<file path="config.mk">
export PLATFORM = sky130hd
export DESIGN_NAME = irq_ctrl
export DESIGN_NICKNAME = d
export VERILOG_FILES = /design/src/rtl/irq_ctrl_pkg.sv /design/src/rtl/irq_ctrl_sync.sv /design/src/rtl/irq_ctrl.sv
export SDC_FILE = /design/constraint.sdc
export NUM_CORES = 1
export LEC_CHECK = 0
export BUFFER_PORTS_ARGS = -buffer_cell sky130_fd_sc_hd__buf_2
export CAP_MARGIN = 20
export CORE_AREA = 2 2 90 92
export CTS_BUF_LIST = sky130_fd_sc_hd__clkbuf_2 sky130_fd_sc_hd__clkbuf_4 sky130_fd_sc_hd__clkbuf_8
export DETAILED_ROUTE_END_ITERATION = 6
export DIE_AREA = 0 0 92 94
export MAX_ROUTING_LAYER = met4
export PLACE_DENSITY = 0.86
export SETUP_SLACK_MARGIN = 0.1
export SLEW_MARGIN = 20
export SYNTH_ARGS = -nofsm -noshare
export SYNTH_HDL_FRONTEND = slang
export SYNTH_SLANG_ARGS = --single-unit
</file>
<file path="constraint.sdc">
create_clock -name I_clk -period 4.77 [get_ports I_clk]
set_input_delay 1.1925 -clock I_clk [delete_from_list [all_inputs] [get_ports I_clk]]
set_output_delay 1.1925 -clock I_clk [all_outputs]
set_load 0.01 [all_outputs]
</file>
<file path="src/rtl/irq_ctrl_pkg.sv">
// Shared CSR addresses, bit positions, cause codes and FSM encodings for the
// machine-mode interrupt controller.
package irq_ctrl_pkg;

   localparam logic [11:0] CSR_MSTATUS = 12'h300;
   localparam logic [11:0] CSR_MIE     = 12'h304;
   localparam logic [11:0] CSR_MTVEC   = 12'h305;
   localparam logic [11:0] CSR_MEPC    = 12'h341;
   localparam logic [11:0] CSR_MCAUSE  = 12'h342;
   localparam logic [11:0] CSR_MIP     = 12'h344;

   localparam int MSTATUS_MIE  = 3;
   localparam int MSTATUS_MPIE = 7;

   // Same bit positions are used in both mie and mip.
   localparam int IRQ_MSI = 3;
   localparam int IRQ_MTI = 7;
   localparam int IRQ_MEI = 11;

   localparam logic [3:0] CAUSE_MSI = 4'd3;
   localparam logic [3:0] CAUSE_MTI = 4'd7;
   localparam logic [3:0] CAUSE_MEI = 4'd11;

   localparam logic ST_RUN  = 1'b0;
   localparam logic ST_TRAP = 1'b1;

   typedef struct packed {
      logic       irq;
      logic [3:0] code;
   } mcause_t;

   // Fixed priority MEI > MSI > MTI; only meaningful when something is pending.
   function automatic logic [3:0] pickCause(input logic mei, input logic msi);
      return mei ? CAUSE_MEI : (msi ? CAUSE_MSI : CAUSE_MTI);
   endfunction

endpackage

</file>
<file path="src/rtl/irq_ctrl_sync.sv">
// Multi-stage flop synchroniser for the asynchronous external interrupt line.
module irq_sync #(
   parameter int STAGES = 2
) (
   input  logic I_clk,
   input  logic I_rst,
   input  logic I_d,
   output logic O_q
);

   logic [STAGES-1:0] chain_q;

   always_ff @(posedge I_clk) begin
      if (I_rst) chain_q <= '0;
      else       chain_q <= {chain_q[STAGES-2:0], I_d};
   end

   assign O_q = chain_q[STAGES-1];

endmodule

</file>
<file path="src/rtl/irq_ctrl.sv">
// Machine-mode interrupt controller: CSR file, masking, priority arbitration
// and a one-cycle redirect pulse towards pc_sel, plus mret restore.
module irq_ctrl #(
   parameter logic [31:0] RESET_MTVEC = 32'h00000010,
   parameter int          SYNC_STAGES = 2
) (
   input  logic        I_clk,
   input  logic        I_rst,
   input  logic        I_ext_irq,
   input  logic        I_timer_irq,
   input  logic        I_ready,
   input  logic [31:0] I_pc,
   input  logic        I_mret,
   input  logic        I_csr_we,
   input  logic [11:0] I_csr_addr,
   input  logic [31:0] I_csr_wdata,
   output logic [31:0] O_csr_rdata,
   output logic        O_interrupt,
   output logic [31:0] O_mtvec,
   output logic [31:0] O_mepc
);
   import irq_ctrl_pkg::*;

   logic        state_q, state_d;
   logic        mstatusMie_q, mstatusMie_d;
   logic        mstatusMpie_q, mstatusMpie_d;
   logic        mieMsie_q, mieMsie_d;
   logic        mieMtie_q, mieMtie_d;
   logic        mieMeie_q, mieMeie_d;
   logic        mipMsip_q, mipMsip_d;
   logic [31:2] mtvec_q, mtvec_d;
   logic [31:2] mepc_q, mepc_d;
   mcause_t     mcause_q, mcause_d;

   logic        meip;
   logic        pendMei, pendMsi, pendMti;
   logic        take, mretFire;
   logic [31:0] mipValue;
   logic        unusedPc;

   irq_sync #(.STAGES(SYNC_STAGES)) u_sync (
      .I_clk (I_clk),
      .I_rst (I_rst),
      .I_d   (I_ext_irq),
      .O_q   (meip)
   );

   assign unusedPc = ^I_pc[1:0];

   assign mipValue = {20'b0, meip, 3'b0, I_timer_irq, 3'b0, mipMsip_q, 3'b0};
   assign pendMei  = meip & mieMeie_q;
   assign pendMsi  = mipMsip_q & mieMsie_q;
   assign pendMti  = I_timer_irq & mieMtie_q;

   // mret retiring blocks a take; the interrupt is simply re-evaluated next cycle.
   assign take     = (state_q == ST_RUN) & mstatusMie_q & (pendMei | pendMsi | pendMti)
                     & I_ready & ~I_mret;
   assign mretFire = (state_q == ST_RUN) & I_mret;

   always_comb begin
      O_csr_rdata = '0;
      case (I_csr_addr)
         CSR_MSTATUS: begin
            O_csr_rdata[MSTATUS_MIE]  = mstatusMie_q;
            O_csr_rdata[MSTATUS_MPIE] = mstatusMpie_q;
         end
         CSR_MIE: begin
            O_csr_rdata[IRQ_MSI] = mieMsie_q;
            O_csr_rdata[IRQ_MTI] = mieMtie_q;
            O_csr_rdata[IRQ_MEI] = mieMeie_q;
         end
         CSR_MIP:    O_csr_rdata = mipValue;
         CSR_MTVEC:  O_csr_rdata = {mtvec_q, 2'b00};
         CSR_MEPC:   O_csr_rdata = {mepc_q, 2'b00};
         CSR_MCAUSE: O_csr_rdata = {mcause_q.irq, 27'b0, mcause_q.code};
         default:    O_csr_rdata = '0;
      endcase
   end

   // Later assignments override earlier ones: CSR write < mret < trap entry.
   always_comb begin
      state_d       = take ? ST_TRAP : ST_RUN;
      mstatusMie_d  = mstatusMie_q;
      mstatusMpie_d = mstatusMpie_q;
      mieMsie_d     = mieMsie_q;
      mieMtie_d     = mieMtie_q;
      mieMeie_d     = mieMeie_q;
      mipMsip_d     = mipMsip_q;
      mtvec_d       = mtvec_q;
      mepc_d        = mepc_q;
      mcause_d      = mcause_q;

      if (I_csr_we) begin
         case (I_csr_addr)
            CSR_MSTATUS: begin
               mstatusMie_d  = I_csr_wdata[MSTATUS_MIE];
               mstatusMpie_d = I_csr_wdata[MSTATUS_MPIE];
            end
            CSR_MIE: begin
               mieMsie_d = I_csr_wdata[IRQ_MSI];
               mieMtie_d = I_csr_wdata[IRQ_MTI];
               mieMeie_d = I_csr_wdata[IRQ_MEI];
            end
            CSR_MIP:    mipMsip_d = I_csr_wdata[IRQ_MSI];
            CSR_MTVEC:  mtvec_d   = I_csr_wdata[31:2];
            CSR_MEPC:   mepc_d    = I_csr_wdata[31:2];
            CSR_MCAUSE: mcause_d  = {I_csr_wdata[31], I_csr_wdata[3:0]};
            default: ;
         endcase
      end

      if (mretFire) begin
         mstatusMie_d  = mstatusMpie_q;
         mstatusMpie_d = 1'b1;
      end

      if (take) begin
         mepc_d        = I_pc[31:2];
         mcause_d      = {1'b1, pickCause(pendMei, pendMsi)};
         mstatusMpie_d = mstatusMie_q;
         mstatusMie_d  = 1'b0;
      end
   end

   always_ff @(posedge I_clk) begin
      if (I_rst) begin
         state_q       <= ST_RUN;
         mstatusMie_q  <= 1'b0;
         mstatusMpie_q <= 1'b0;
         mieMsie_q     <= 1'b0;
         mieMtie_q     <= 1'b0;
         mieMeie_q     <= 1'b0;
         mipMsip_q     <= 1'b0;
         mtvec_q       <= RESET_MTVEC[31:2];
         mepc_q        <= '0;
         mcause_q      <= '0;
      end else begin
         state_q       <= state_d;
         mstatusMie_q  <= mstatusMie_d;
         mstatusMpie_q <= mstatusMpie_d;
         mieMsie_q     <= mieMsie_d;
         mieMtie_q     <= mieMtie_d;
         mieMeie_q     <= mieMeie_d;
         mipMsip_q     <= mipMsip_d;
         mtvec_q       <= mtvec_d;
         mepc_q        <= mepc_d;
         mcause_q      <= mcause_d;
      end
   end

   assign O_interrupt = (state_q == ST_TRAP);
   assign O_mtvec     = {mtvec_q, 2'b00};
   assign O_mepc      = {mepc_q, 2'b00};

endmodule

</file>
==> results of run 1 <==
[kinds of logic after synthesis]
family          count (synthesis)  synth area share, %
compound gates                136                 27.1
simple gates                  113                 16.8
flops                          74                 38.4
buf+inv                        49                 6.45
mux                            43                 11.2
other cells                     1               0.0972
[synth_stat cells, types with 6 or more instances]
cell | number | area, um^2
nand2b_1 | 12 | 75.1
mux2i_1 | 43 | 430
nand3b_1 | 7 | 52.6
a21oi_1 | 33 | 165
o21ai_1 | 30 | 150
clkbuf_1 | 23 | 86.3
nor2_1 | 33 | 124
dfxtp_1 | 74 | 1480
a22o_1 | 27 | 236
buf_2 | 10 | 50.1
nand3_1 | 31 | 155
a211oi_2 | 30 | 375
buf_4 | 6 | 45.0
[layer usage]
layer	global-route usage (%)	wire length [um]	vias up
met1	30.5	4690	1805
li1	-	-	1829
met4	10.4	167	0
met5	-	0	-
met3	4.74	771	17
met2	44.8	5530	187
[sequential cells by signal (all words and copies together), names as in the netlist]
name and flops:
O_interrupt 1, mieMtie_q 1, mieMsie_q 1, mepc_q 30, mieMeie_q 1, mcause_q 5, u_sync.chain_q 2, mipMsip_q 1
mtvec_q 30, mstatusMie_q 1, mstatusMpie_q 1
[worst min-delay path by stage]
| stage | from | end | slack [ps] | cells past startpoint |
|---|---|---|---|---|
| 5_1_grt | u_sync.chain_q[0]$_SDFF_PP0_ | u_sync.chain_q[1]$_SDFF_PP0_ | 470 | 1 |
| 3_3_place_gp | u_sync.chain_q[0]$_SDFF_PP0_ | u_sync.chain_q[1]$_SDFF_PP0_ | 430 | 1 |
| 4_1_cts | u_sync.chain_q[0]$_SDFF_PP0_ | u_sync.chain_q[1]$_SDFF_PP0_ | 460 | 1 |
| 2_1_floorplan | u_sync.chain_q[0]$_SDFF_PP0_ | u_sync.chain_q[1]$_SDFF_PP0_ | 410 | 1 |
| 6_report | u_sync.chain_q[0]$_SDFF_PP0_ | u_sync.chain_q[1]$_SDFF_PP0_ | 460 | 1 |
| 3_5_place_dp | u_sync.chain_q[0]$_SDFF_PP0_ | u_sync.chain_q[1]$_SDFF_PP0_ | 450 | 1 |
[area by class of cell]
type / instances / area share, %
Multi-Input combinational cell: 296 / 43.8
Sequential cell: 74 / 29.9
Timing Repair Buffer: 183 / 19.0
Clock buffer: 12 / 3.20
Tap cell: 102 / 2.57
Clock inverter: 4 / 1.49
Inverter: 2 / 0.151
[through the flow]
step | hold slack (ps) | instances
after detailed placement | 448 | 657
after global routing | 469 | 673
after CTS | 461 | 673
final | 461 | 673
after global placement | 427 | 657
after floorplan | 414 | 419
[layout by cell type, fill, tap and decap left out, types with 2 or more instances in the layout]
| cell | count |
|---|---|
| nor2b_1 | 2 |
| nor4_1 | 2 |
| o21ai_1 | 30 |
| inv_1 | 2 |
| a22o_1 | 27 |
| or4_4 | 2 |
| a22oi_1 | 2 |
| mux2i_1 | 43 |
| nand2b_1 | 12 |
| or3_1 | 2 |
| bufinv_16 | 2 |
| nand2_1 | 4 |
| nand3b_1 | 7 |
| nor2_1 | 33 |
| nor4_2 | 3 |
| dfxtp_1 | 74 |
| nand3_1 | 31 |
| buf_2 | 173 |
| a211oi_2 | 30 |
| a21o_1 | 2 |
| buf_4 | 10 |
| nor4_4 | 3 |
| a31oi_1 | 2 |
| a21oi_1 | 33 |
| clkbuf_8 | 11 |
| and2_1 | 4 |
| conb_1 | 4 |
| nor3_1 | 4 |
| o21ai_0 | 3 |
[power by group]
| group | internal (mW) | switching, mW | leakage [nW] | total (mW) |
|---|---|---|---|---|
| Sequential | 0.619 | 0.00143 | 0.597 | 0.621 |
| Combinational | 0.0329 | 0.0511 | 1.40 | 0.0840 |
| Clock | 0.329 | 0.226 | 0.120 | 0.555 |
| Total | 0.981 | 0.279 | 2.12 | 1.26 |
[critical path, stage by stage]
cell and delay (ps):
buf_2 100, or4_4 640, nor4_2 260, buf_4 400, a22o_1 210, a21o_1 80, buf_2 130
==> impl_metrics.csv, run 1 <==
group,metric,value,unit
worst_setup_path,cp-startpoint,"I_csr_addr[5]",
routing,vias,3838,
synthesis,yosysSeqAreaShare,38.4,%
worst_setup_path,reg2reg_depth,5,
synthesis,ys_seq_elements,74,
status,outcome,"completed",
synthesis,postSynthCellCount,416,
clocking,holdBufCountCts,0,
worst_setup_path,crit_type,"in2out",
power_and_ir_drop,pwr_density_cell,254,nW/um^2
timing,fin_crit,4210,ps
place,place.gp.congestion,0.867,
timing,slew_headroom,28.1,%
worst_setup_path,critPathArrivalTime,3020,ps
place,dpl_cell_area,4730,um^2
global_route,track_usage,26.1,%
routing,first_iter_violations,249,
timing,fin_crit_sh,88.3,%
routing,drt_pass1_iterations,4,
worst_setup_path,endpoint,"O_csr_rdata[2]",
worst_setup_path,required,3580,ps
power_and_ir_drop,ir_drop,0.177,mV
timing,rsz0062_at_grt,"false",
routing,viasPerCell,5.70,
synthesis,synth-async-reset-ratio,0,%
synthesis,syn_avg_cell_area,9.27,um^2
finish,drive_gt1_share,42.0,%
clocking,cts_setup_buffers,0,
floorplan,fp-row-count,32,
clocking,clock_sinks,74,
synthesis,synth_edf_count,0,
global_route,grt_pass1_vias,3687,
global_route,grt_pass1_wl,17700,um
clocking,clk_pin_slew_worst_paths,70,ps
clocking,numCtsBuffers,9,
finish,area_growth,28.6,%
synthesis,yosys_warnings,0,
finish,seqCellArea,1480,um^2
timing,setup_tns,0,ps
clocking,insertion_delay,340,ps
timing,skew,7.33,ps
place,place_hpwl,7790,um
floorplan,die_y,94,um
clocking,clockBufferDepth,2,
global_route,antenna_found_initial,0,
power_and_ir_drop,leakagePower,2.12,nW
timing,hold_viol,0,
routing,wl_per_cell,16.6,um
clocking,cts-root-buf,"clkbuf_8",
finish,multi_input_area,2170,um^2
global_route,overflow,0,
routing,post-route-drc-count,0,
worst_setup_path,cp-end-kind,"output port",
clocking,htree_levels,3,
routing,ant_nets,0,
timing,layout_setup_ws,556,ps
worst_setup_path,r2r_start,"mieMeie_q$_SDFFE_PP0P_",
finish,final_nets,649,
finish,final_cell_area,4960,um^2
worst_setup_path,start_kind,"input pin",
synthesis,synth_ff_type,"dfxtp_1",
clocking,cts.repair.resized,0,
floorplan,die-width,92,um
timing,finalMaxSlewViolations,0,
timing,tightest_slew,1080,ps
synthesis,synth_area,3860,um^2
place,portBuffers,173,
finish,num_antenna_cells,0,
synthesis,synth_cell_types,40,
floorplan,start_util,50.7,%
floorplan,core_area,7610,um^2
timing,setup_viol,0,
global_route,grt_max_degree,51,
floorplan,dieArea,8650,um^2
finish,fillCellCount,646,
worst_setup_path,path_max_fanout,29,
clocking,cts_tree,"done",
power_and_ir_drop,power.total,1.26,mW
routing,wl,11200,um
worst_setup_path,r2r_end,"mepc_q[12]$_SDFFE_PP0P_",
worst_setup_path,regToRegSetupSlack,2420,ps
finish,fin_util,65.2,%
timing,clock.fmax,237,MHz
place,dp_slack,571,ps
worst_hold_path,holdCritPathClass,"reg2reg",
floorplan,io_pins,180,
job,drv_cap,0,
Power figures use the tool's default switching activity.
==> run 2: changes to the inputs <==
CTS_BUF_LIST = not set   (was sky130_fd_sc_hd__clkbuf_2 sky130_fd_sc_hd__clkbuf_4 sky130_fd_sc_hd__clkbuf_8)
SKIP_CTS_REPAIR_TIMING = 1   (was not set)
SKIP_LAST_GASP = 1   (was not set)
==> run 2 against run 1 <==
Clock skew up 1.3 ps. Fmax up 0.11%. Sequential cell count unchanged. Register-to-register slack about the same. Worst hold slack about the same. Cell count unchanged. Setup slack better by 4.6 ps. Critical endpoint unchanged. Highest routed layer unchanged.
==> impl_metrics.csv, run 2 (synthesis gave the netlist of run 1 again) <==
group,metric,value,unit
status,outcome,"completed",
worst_setup_path,cp-end-kind,"output port",
global_route,antenna_found_initial,0,
power_and_ir_drop,comb_power_share,6.7,%
global_route,overflow,0,
finish,largestRegisters,"mepc_q (30), mtvec_q (30), mcause_q (5)",
global_route,grt_pass1_vias,3687,
clocking,numCtsBuffers,9,
routing,met1Wirelength,4670,um
worst_setup_path,reg2reg_depth,5,
clocking,cts_tree,"done",
worst_hold_path,holdPathEnd,"u_sync.chain_q[1]$_SDFF_PP0_",
finish,fillCellCount,647,
place,place_hpwl,7790,um
routing,first_iter_violations,246,
floorplan,die_y,94,um
timing,slew_headroom,28.7,%
power_and_ir_drop,ir_drop,0.177,mV
worst_hold_path,worstHoldPathCells,1,
timing,skew,8.65,ps
clocking,clock_sinks,74,
power_and_ir_drop,p_clk_share,43.8,%
job,drv_cap,0,
finish,final_cell_mix,"173 x buf_2, 74 x dfxtp_1, 43 x mux2i_1, 33 x nor2_1, 33 x a21oi_1",
worst_setup_path,critPathArrivalTime,3020,ps
worst_setup_path,r2r_end,"mepc_q[12]$_SDFFE_PP0P_",
global_route,track_usage,26.1,%
timing,finalMaxSlewViolations,0,
worst_setup_path,start_kind,"input pin",
timing,tightest_slew,1070,ps
global_route,grt_pass1_wl,17700,um
finish,seqCellArea,1480,um^2
worst_setup_path,cpMaxStageDelayCell,"or4_4",
finish,num_antenna_cells,0,
clocking,insertion_delay,340,ps
power_and_ir_drop,power_frac_seq,49.5,%
power_and_ir_drop,pwr_density_cell,253,nW/um^2
timing,setup_viol,0,
routing,met3_length,770,um
global_route,grt_max_degree,51,
floorplan,dieArea,8650,um^2
floorplan,core_area,7610,um^2
routing,post-route-drc-count,0,
floorplan,io_pins,180,
worst_setup_path,cp_cell_sequence,"buf_2, or4_4, nor4_2, buf_4, a22o_1, a21o_1, buf_2",
worst_setup_path,required,3580,ps
clocking,cts-root-buf,"clkbuf_8",
timing,fin_crit_sh,88.2,%
place,place.gp.congestion,0.867,
worst_setup_path,path_max_fanout,29,
routing,wl,11100,um
timing,setup_tns,0,ps
worst_hold_path,min-delay-start,"u_sync.chain_q[0]$_SDFF_PP0_",
routing,ant_nets,0,
routing,vias,3834,
routing,wl_per_cell,16.5,um
routing,drt_pass1_iterations,4,
finish,drive_gt1_share,41.9,%
finish,fin_util,65.2,%
power_and_ir_drop,switching_share,22.2,%
floorplan,fp-row-count,32,
worst_hold_path,holdCritPathClass,"reg2reg",
timing,rsz0062_at_grt,"false",
routing,viasPerCell,5.70,
timing,fin_crit,4210,ps
worst_setup_path,critical_path_buf_inv_count,3,
power_and_ir_drop,power.internal,976,uW
timing,clock.fmax,238,MHz
clocking,clockBufferDepth,2,
clocking,htree_levels,3,
timing,hold_viol,0,
power_and_ir_drop,p_switching,278,uW
worst_setup_path,crit_type,"in2out",
worst_setup_path,regToRegSetupSlack,2410,ps
finish,final_nets,649,
floorplan,die-width,92,um
routing,highest_layer,"met4",
finish,multi_input_area,2170,um^2
finish,layout_commonest_cell,"buf_2",
floorplan,start_util,50.7,%
timing,hold_ws,461,ps
clocking,clk_pin_slew_worst_paths,70,ps
worst_setup_path,path_delay_family,"simple AND/OR/NAND/NOR gates",
worst_setup_path,r2r_start,"mieMeie_q$_SDFFE_PP0P_",
place,dp_slack,571,ps
timing,layout_setup_ws,561,ps
finish,area_growth,28.5,%
place,portBuffers,173,
routing,wl_met2,5490,um
worst_setup_path,slowest_delay,640,ps
power_and_ir_drop,leakagePower,2.11,nW
worst_setup_path,crit_top_cell,"buf_2",
-- run 2: cell counts in the layout (fill, tap and decap cells not counted) --
No cell type changed its count.
-- run 2: worst max-delay path by stage --
stage	from	end	slack, ps	depth (start not counted)
floorplan	I_csr_addr[5]	O_csr_rdata[12]	840	6
global placement	I_csr_addr[5]	O_csr_rdata[7]	640	7
detailed placement	I_csr_addr[5]	O_csr_rdata[7]	570	7
CTS	I_csr_addr[5]	O_csr_rdata[7]	570	7
global route	I_csr_addr[5]	O_csr_rdata[7]	440	7
finish	I_csr_addr[5]	O_csr_rdata[2]	560	7
-- run 2: final cells by class --
class                   instances  share of cell area (%)
multi-input cells             296                    43.8
clock buffers                  12                    3.13
repair buffers                183                    19.0
inverters                       2                   0.151
well taps                     102                    2.57
clock inverters                 4                    1.49
flip-flops and latches         74                    29.9
-- run 2: stage by stage --
stage,power (mW),std cells,instance area (um^2)
after floorplan,0.674,419,3870
after global placement,0.715,657,4730
after global routing,1.30,673,4960
after detailed placement,0.718,657,4730
after CTS,1.27,673,4960
final,1.25,673,4960
-- run 2: layer usage --
layer	vias up	GRT usage, %
li1	1830	-
met2	197	44.8
met4	0	10.4
met1	1790	30.5
met5	-	-
met3	17	4.74
-- run 2: power by group through the flow --
| stage | sequential [mW] | combinational, mW | clock [mW] |
|---|---|---|---|
| after floorplan | 0.635 | 0.0397 | 0 |
| after global placement | 0.635 | 0.0804 | 0 |
| after detailed placement | 0.635 | 0.0828 | 0 |
| after CTS | 0.621 | 0.0832 | 0.562 |
| after global routing | 0.621 | 0.0909 | 0.592 |
| final | 0.621 | 0.0840 | 0.549 |
